**src/rtl/instr_seq_ctrl.sv**
```systemverilog
// Instruction sequencing FSM for a multicycle RV32I-style core: fetch, decode, execute, memory, writeback.
// Latency: DECODE, EXEC and WB take one cycle each; FETCH and MEM stretch until their ready input arrives.
// Backpressure: imem_ready/dmem_ready stall in place; TIMEOUT unanswered cycles trap (sticky until rst).
module instr_seq_ctrl #(
  parameter int TIMEOUT = 16
) (
  input  logic        clk,
  input  logic        rst,
  input  logic [6:0]  opcode,
  input  logic [2:0]  func3,
  input  logic        func7,
  input  logic        imem_ready,
  input  logic        dmem_ready,
  input  logic        halt_req,
  output logic        imem_req,
  output logic        dmem_req,
  output logic        ir_en,
  output logic        pc_en,
  output logic        RegWrite,
  output logic        MemRead,
  output logic        MemWrite,
  output logic        MemtoReg,
  output logic        ALUSrc,
  output logic        lui,
  output logic        U_type,
  output logic        jal,
  output logic        jalr,
  output logic        beq,
  output logic        bne,
  output logic        blt,
  output logic        bge,
  output logic        bltu,
  output logic        bgeu,
  output logic [3:0]  ALUctl,
  output logic [2:0]  state,
  output logic        trap,
  output logic [31:0] retired
);

  localparam logic [2:0] S_IDLE = 3'd0, S_FETCH = 3'd1, S_DECODE = 3'd2, S_EXEC = 3'd3;
  localparam logic [2:0] S_MEM  = 3'd4, S_WB    = 3'd5, S_HALT   = 3'd6, S_TRAP = 3'd7;

  localparam logic [3:0] A_ADD = 4'd0, A_SUB = 4'd1, A_AND = 4'd2, A_OR   = 4'd3, A_XOR = 4'd4;
  localparam logic [3:0] A_SLL = 4'd5, A_SRL = 4'd6, A_SRA = 4'd7, A_SLT  = 4'd8, A_SLTU = 4'd9;

  // Wide enough to hold TIMEOUT itself on the cycle the trap is taken.
  localparam int CW = $clog2(TIMEOUT + 1);

  logic [2:0]    state_q, state_d;
  logic [CW-1:0] wait_q, wait_d;
  logic [31:0]   retired_q, retired_d;
  logic          trap_q, trap_d;

  logic is_r, is_i, is_ld, is_st, is_br, is_jal, is_jalr, is_lui, is_auipc, is_valid;
  logic timeout_hit;

  // Opcode class decode shared by the next-state and output logic.
  always_comb begin
    is_r     = (opcode == 7'b0110011);
    is_i     = (opcode == 7'b0010011);
    is_ld    = (opcode == 7'b0000011);
    is_st    = (opcode == 7'b0100011);
    is_br    = (opcode == 7'b1100011);
    is_jal   = (opcode == 7'b1101111);
    is_jalr  = (opcode == 7'b1100111);
    is_lui   = (opcode == 7'b0110111);
    is_auipc = (opcode == 7'b0010111);
    is_valid = is_r | is_i | is_ld | is_st | is_br | is_jal | is_jalr | is_lui | is_auipc;
    // Last allowed wait cycle: a ready seen now still wins over the trap.
    timeout_hit = (wait_q == CW'(TIMEOUT - 1));
  end

  // State, wait counter, retire counter and trap flag registers.
  always_ff @(posedge clk) begin
    if (rst) begin
      state_q   <= S_IDLE;
      wait_q    <= '0;
      retired_q <= '0;
      trap_q    <= 1'b0;
    end else begin
      state_q   <= state_d;
      wait_q    <= wait_d;
      retired_q <= retired_d;
      trap_q    <= trap_d;
    end
  end

  // Next-state logic; halt_req only matters at instruction boundaries (IDLE, WB, HALT).
  always_comb begin
    state_d = state_q;
    case (state_q)
      S_IDLE:   state_d = halt_req ? S_HALT : S_FETCH;
      S_FETCH:  if (imem_ready) state_d = S_DECODE;
                else if (timeout_hit) state_d = S_TRAP;
      S_DECODE: state_d = is_valid ? S_EXEC : S_TRAP;
      S_EXEC:   state_d = (is_ld | is_st) ? S_MEM : S_WB;
      S_MEM:    if (dmem_ready) state_d = S_WB;
                else if (timeout_hit) state_d = S_TRAP;
      S_WB:     state_d = halt_req ? S_HALT : S_FETCH;
      S_HALT:   if (!halt_req) state_d = S_FETCH;
      default:  state_d = S_TRAP;
    endcase
  end

  // Wait counter is zero outside FETCH/MEM, so it always starts from zero on entry.
  always_comb begin
    wait_d = '0;
    if ((state_q == S_FETCH && !imem_ready) || (state_q == S_MEM && !dmem_ready))
      wait_d = wait_q + 1'b1;
    retired_d = (state_q == S_WB) ? retired_q + 32'd1 : retired_q;
    trap_d    = trap_q | (state_d == S_TRAP);
  end

  // Output logic: strobes from the state, decoded controls only while an instruction is in flight.
  always_comb begin
    imem_req = (state_q == S_FETCH);
    ir_en    = (state_q == S_FETCH) && imem_ready;
    dmem_req = (state_q == S_MEM);
    MemRead  = (state_q == S_MEM) && is_ld;
    MemWrite = (state_q == S_MEM) && is_st;
    pc_en    = (state_q == S_WB);
    RegWrite = (state_q == S_WB) &&
               (is_r | is_i | is_ld | is_jal | is_jalr | is_lui | is_auipc);
    ALUSrc   = 1'b0;
    MemtoReg = 1'b0;
    lui      = 1'b0;
    U_type   = 1'b0;
    jal      = 1'b0;
    jalr     = 1'b0;
    beq      = 1'b0;
    bne      = 1'b0;
    blt      = 1'b0;
    bge      = 1'b0;
    bltu     = 1'b0;
    bgeu     = 1'b0;
    ALUctl   = A_ADD;
    if (state_q == S_DECODE || state_q == S_EXEC || state_q == S_MEM || state_q == S_WB) begin
      ALUSrc   = is_i | is_ld | is_st | is_jalr;
      MemtoReg = is_ld;
      lui      = is_lui;
      U_type   = is_lui | is_auipc;
      jal      = is_jal;
      jalr     = is_jalr;
      if (is_br) begin
        case (func3)
          3'b000:  begin beq  = 1'b1; ALUctl = A_SUB;  end
          3'b001:  begin bne  = 1'b1; ALUctl = A_SUB;  end
          3'b100:  begin blt  = 1'b1; ALUctl = A_SLT;  end
          3'b101:  begin bge  = 1'b1; ALUctl = A_SLT;  end
          3'b110:  begin bltu = 1'b1; ALUctl = A_SLTU; end
          3'b111:  begin bgeu = 1'b1; ALUctl = A_SLTU; end
          default: ALUctl = A_SUB;
        endcase
      end else if (is_r | is_i) begin
        // func7 picks SUB only for register-register ops; immediate adds have no SUB form.
        case (func3)
          3'b000:  ALUctl = (is_r && func7) ? A_SUB : A_ADD;
          3'b001:  ALUctl = A_SLL;
          3'b010:  ALUctl = A_SLT;
          3'b011:  ALUctl = A_SLTU;
          3'b100:  ALUctl = A_XOR;
          3'b101:  ALUctl = func7 ? A_SRA : A_SRL;
          3'b110:  ALUctl = A_OR;
          default: ALUctl = A_AND;
        endcase
      end
    end
  end

  assign state   = state_q;
  assign trap    = trap_q;
  assign retired = retired_q;

endmodule
```
**config.mk**
```make
export PLATFORM = sky130hd
export DESIGN_NAME = instr_seq_ctrl
export DESIGN_NICKNAME = d
export VERILOG_FILES = /design/src/rtl/instr_seq_ctrl.sv
export SDC_FILE = /design/constraint.sdc
export NUM_CORES = 1
export LEC_CHECK = 0
export CORE_MARGIN = 2
export CORE_UTILIZATION = 46
export CTS_CLUSTER_DIAMETER = 30
export DETAILED_ROUTE_END_ITERATION = 6
export PLACE_DENSITY = 0.8
export SYNTH_ARGS = -nofsm -noshare
export SYNTH_HDL_FRONTEND = slang
export SYNTH_SLANG_ARGS = --single-unit
```
**constraint.sdc**
```tcl
create_clock -name clk -period 2.5 [get_ports clk]
set_input_delay 0.25 -clock clk [delete_from_list [all_inputs] [get_ports clk]]
set_output_delay 0.25 -clock clk [all_outputs]
set_load 0.01 [all_outputs]
```
==> summary.md <==
| Metric | Value |
|---|---|
| Status | finished, final reports clean |
| Worst Path Required | 2250 ps |
| CTS root buf | clkbuf_8 |
| Total GRT Usage | 0.2190 |
| Fill cells | 408 |
| Core Box Area | 0.004786 mm2 |
| Top fanout value on the critical path | 5 |
| Final setup fails | 0 |
| Post-DR vias/cell | 5.346 |
| Final WL | 5.917 mm |
| DRC | 0 |
| Pins Over Slew Limit | 0 |
| Worst Hold Class | reg -> reg |
| # diodes | 0 |
| Layout cells sized above 1 | 0.08661 |
| Total gr overflow | 0 |
| Synth top area cells | dfxtp_1, nor2_1, xor2_1, xnor2_1, nand2_1 |
| Critical hold path startpoint | wait_q[0]$_SDFF_PP0_ |
| DR vias | 2395 |
| VDD IR-drop max | 0.2931 mV |
| Final instance count without filler cells | 448 |
| Starting Density | 0.4837 |
| Initial DRC count | 107 |
| R2R Path Start | retired[0]$_SDFFE_PP0P_ |
| Seq/Total Area, Yosys | 0.3546 |
| Asr flop ratio synth | 0 |
| Prevailing post-synth register cell | dfxtp_1 |
| Largest net degree at the start of global routing | 21 |
| Max cap viols | 0 |
| Hold_buf cts | 0 |
| Die Footprint | 0.005615 mm2 |
| Pleak | 0.001174 uW |
| Tcrit/Tclk final | 0.9485 |
| Wire per inst | 13.21 um |
| Final setup TNS | 0 ps |
| R2R cell count | 6 |
| Min cycle time layout | 2371 ps |
| Drt first pass iters | 4 |
| Crit end category | output pin |
| RSZ-0062 raised after global routing | no |
| Cts bufs inserted | 5 |
| Die height | 74.94 um |
| Layout Nets | 400 |
| I/O pin count | 75 |
| Site row count | 25 |
| Vias in the first global route | 2189 |
| Area delta synth->final | 42.54% |
| I/O Buffers | 74 |
| Crit path DAT | 2120 ps |
| Placed Cells | 441 |
| Post-DP HPWL | 4.480 mm |
| H-tree depth | 2 |
| Critical path origin | opcode[1] |
| CTS tree | yes |
| Clock-pin slew on the worst setup and hold paths | 80 ps |
| Sink Count | 41 |
| Cell variety after synth | 48 |
| RePlAce Congestion | 0.8672 |
| Final Hold Viols | 0 |
| Clock latency on the worst-skew pair | 300 ps |
| Hold Path Stages | 1 |
| Crit Path Category | in -> out |
| Die X | 74.94 um |
| Post-Synthesis Cells | 300 |
| Fmax | 0.4217 GHz |
| Post-Syn Area per Cell | 7.716 um2 |
| Area leader, netlist | dfxtp_1 |
| PwrDens | 560.3 mW/mm2 |
| Largest buffer count on any clock path | 2 |
| Final hold slack | 455.7 ps |
| Mapped Area | 0.002315 mm2 |
| Yosys warning total | 0 |
| Layout Skew | 17.36 ps |
| Initial antenna violation count | 0 |
| Syn Nets | 319 |
| Worst-Margin Slew | 691.4 ps |
| Yosys top cell area share | 0.3546 |
| Post-synth EDFFs | 0 |
| Rel. slew slack | 0.5376 |
| Register bit total from synthesis | 41 |
| Startpoint types | primary input |
| Routed Antenna Nets | 0 |
| First-pass GRT wire length | 9.715 mm |
[cells by family (layout without fill, tap and decap cells)]
family          count (synthesis)  in the layout  share of synthesized area
simple gates                  167            167                     0.3741
flops                          41             41                     0.3546
compound gates                 32             32                    0.08811
xor+xnor                       29             29                     0.1097
buf+inv                        26            107                    0.04595
fa+ha+maj                       3              3                    0.01622
mux                             2              2                    0.01135
[per-stage QoR]
| step | util | power [uW] | worst slack [ps] | area, um2 |
|---|---|---|---|---|
| floorplan | - | 1132 | 667.4 | 2315 |
| global placement | 0.6643 | 1391 | 105.0 | 3179 |
| detailed placement | 0.6643 | 1400 | 81.93 | 3179 |
| CTS | 0.6831 | 1842 | 76.16 | 3269 |
| global route | 0.6894 | 1970 | 10.87 | 3299 |
| finish | 0.6894 | 1849 | 128.8 | 3299 |
[power breakdown]
group          total (uW)  leakage, uW  internal [uW]  switching [uW]
clock                 447    0.0000433            218             229
combinational         645     0.000799            312             332
sequential            757     0.000332            693            64.1
total                1850      0.00117           1220             625
[path summary, 6_finish.rpt]
| kind | endpoint | slack (ps) |
|---|---|---|
| hold reg to reg | wait_q[0]$_SDFF_PP0_ | 460 |
| setup / recovery | ALUctl[2] | 130 |
| setup reg to reg | retired[28]$_SDFFE_PP0P_ | 400 |
| hold / removal | wait_q[0]$_SDFF_PP0_ | 460 |
[layout make-up]
type / count / area (um2) / share of cell area
multi-input cells: 233 / 1414 / 0.4285
repair buffers: 87 / 840.8 / 0.2548
flip-flops and latches: 41 / 822.0 / 0.2491
well taps: 67 / 83.83 / 0.02541
clock buffers: 6 / 82.58 / 0.02503
inverters: 13 / 48.80 / 0.01479
clock inverters: 1 / 7.507 / 0.002275
[registers in the layout, summed over array words and instances (netlist names)]
| signal | cells |
|---|---|
| retired | 32 |
| wait_q | 5 |
| state | 3 |
| trap | 1 |
[metal layers]
metal / track usage / vias to the layer above / part of all wire
met5: 0 / - / 0
met2: 0.3558 / 90 / 0.44
met4: 0.06349 / 0 / 0.011
met1: 0.2889 / 1088 / 0.45
li1: - / 1206 / -
met3: 0.05489 / 11 / 0.092
[placed cells by master, fill, tap and decap left out, types with 4 or more instances in the layout]
cell type,netlist,layout
nand2_1,28,28
buf_4,1,13
xor2_1,16,15
nor3_1,8,7
o21ai_0,8,8
clkdlybuf4s50_1,0,73
nor2_1,52,51
nor4_1,9,8
nor2b_1,6,6
or3_1,5,5
dfxtp_1,41,40
inv_1,13,13
clkbuf_8,0,6
nand2b_1,5,5
and3_1,6,5
and4_1,4,4
nand4_1,9,9
nand3_1,16,16
xnor2_1,13,13
a21oi_1,11,11
[cell usage after synthesis (2+ instances only)]
library cell	number
xnor2_1	13
a21oi_1	11
dfxtp_1	41
buf_2	3
a21o_1	2
nor3_1	8
inv_1	13
or3_1	5
a2111oi_0	2
nand4_1	9
nand4b_1	2
nor3b_1	2
nand2b_1	5
nand3b_1	3
xor2_1	16
o32ai_1	2
and2_1	3
buf_1	2
and4_1	4
ha_1	3
nor4_1	9
nand2_1	28
clkbuf_1	6
o21ai_0	8
nor2_1	52
nand3_1	16
nor2b_1	6
and3_1	6
[what timing repair did]
action | in CTS | in global routing
resized for setup | 0 | 7
endpoints found under the hold margin | 0 | 0
endpoints found under the setup margin | 0 | 10
setup buffers | 0 | 0
[worst max-delay path: stages]
cell and delay [ps]:
clkdlybuf4s50_1 480, nand2_1 140, nor4_2 230, and2_1 210, nand2_1 80, nor3_1 170
clkdlybuf4s50_1 560
No activity file was read; power rests on OpenSTA's default activity.
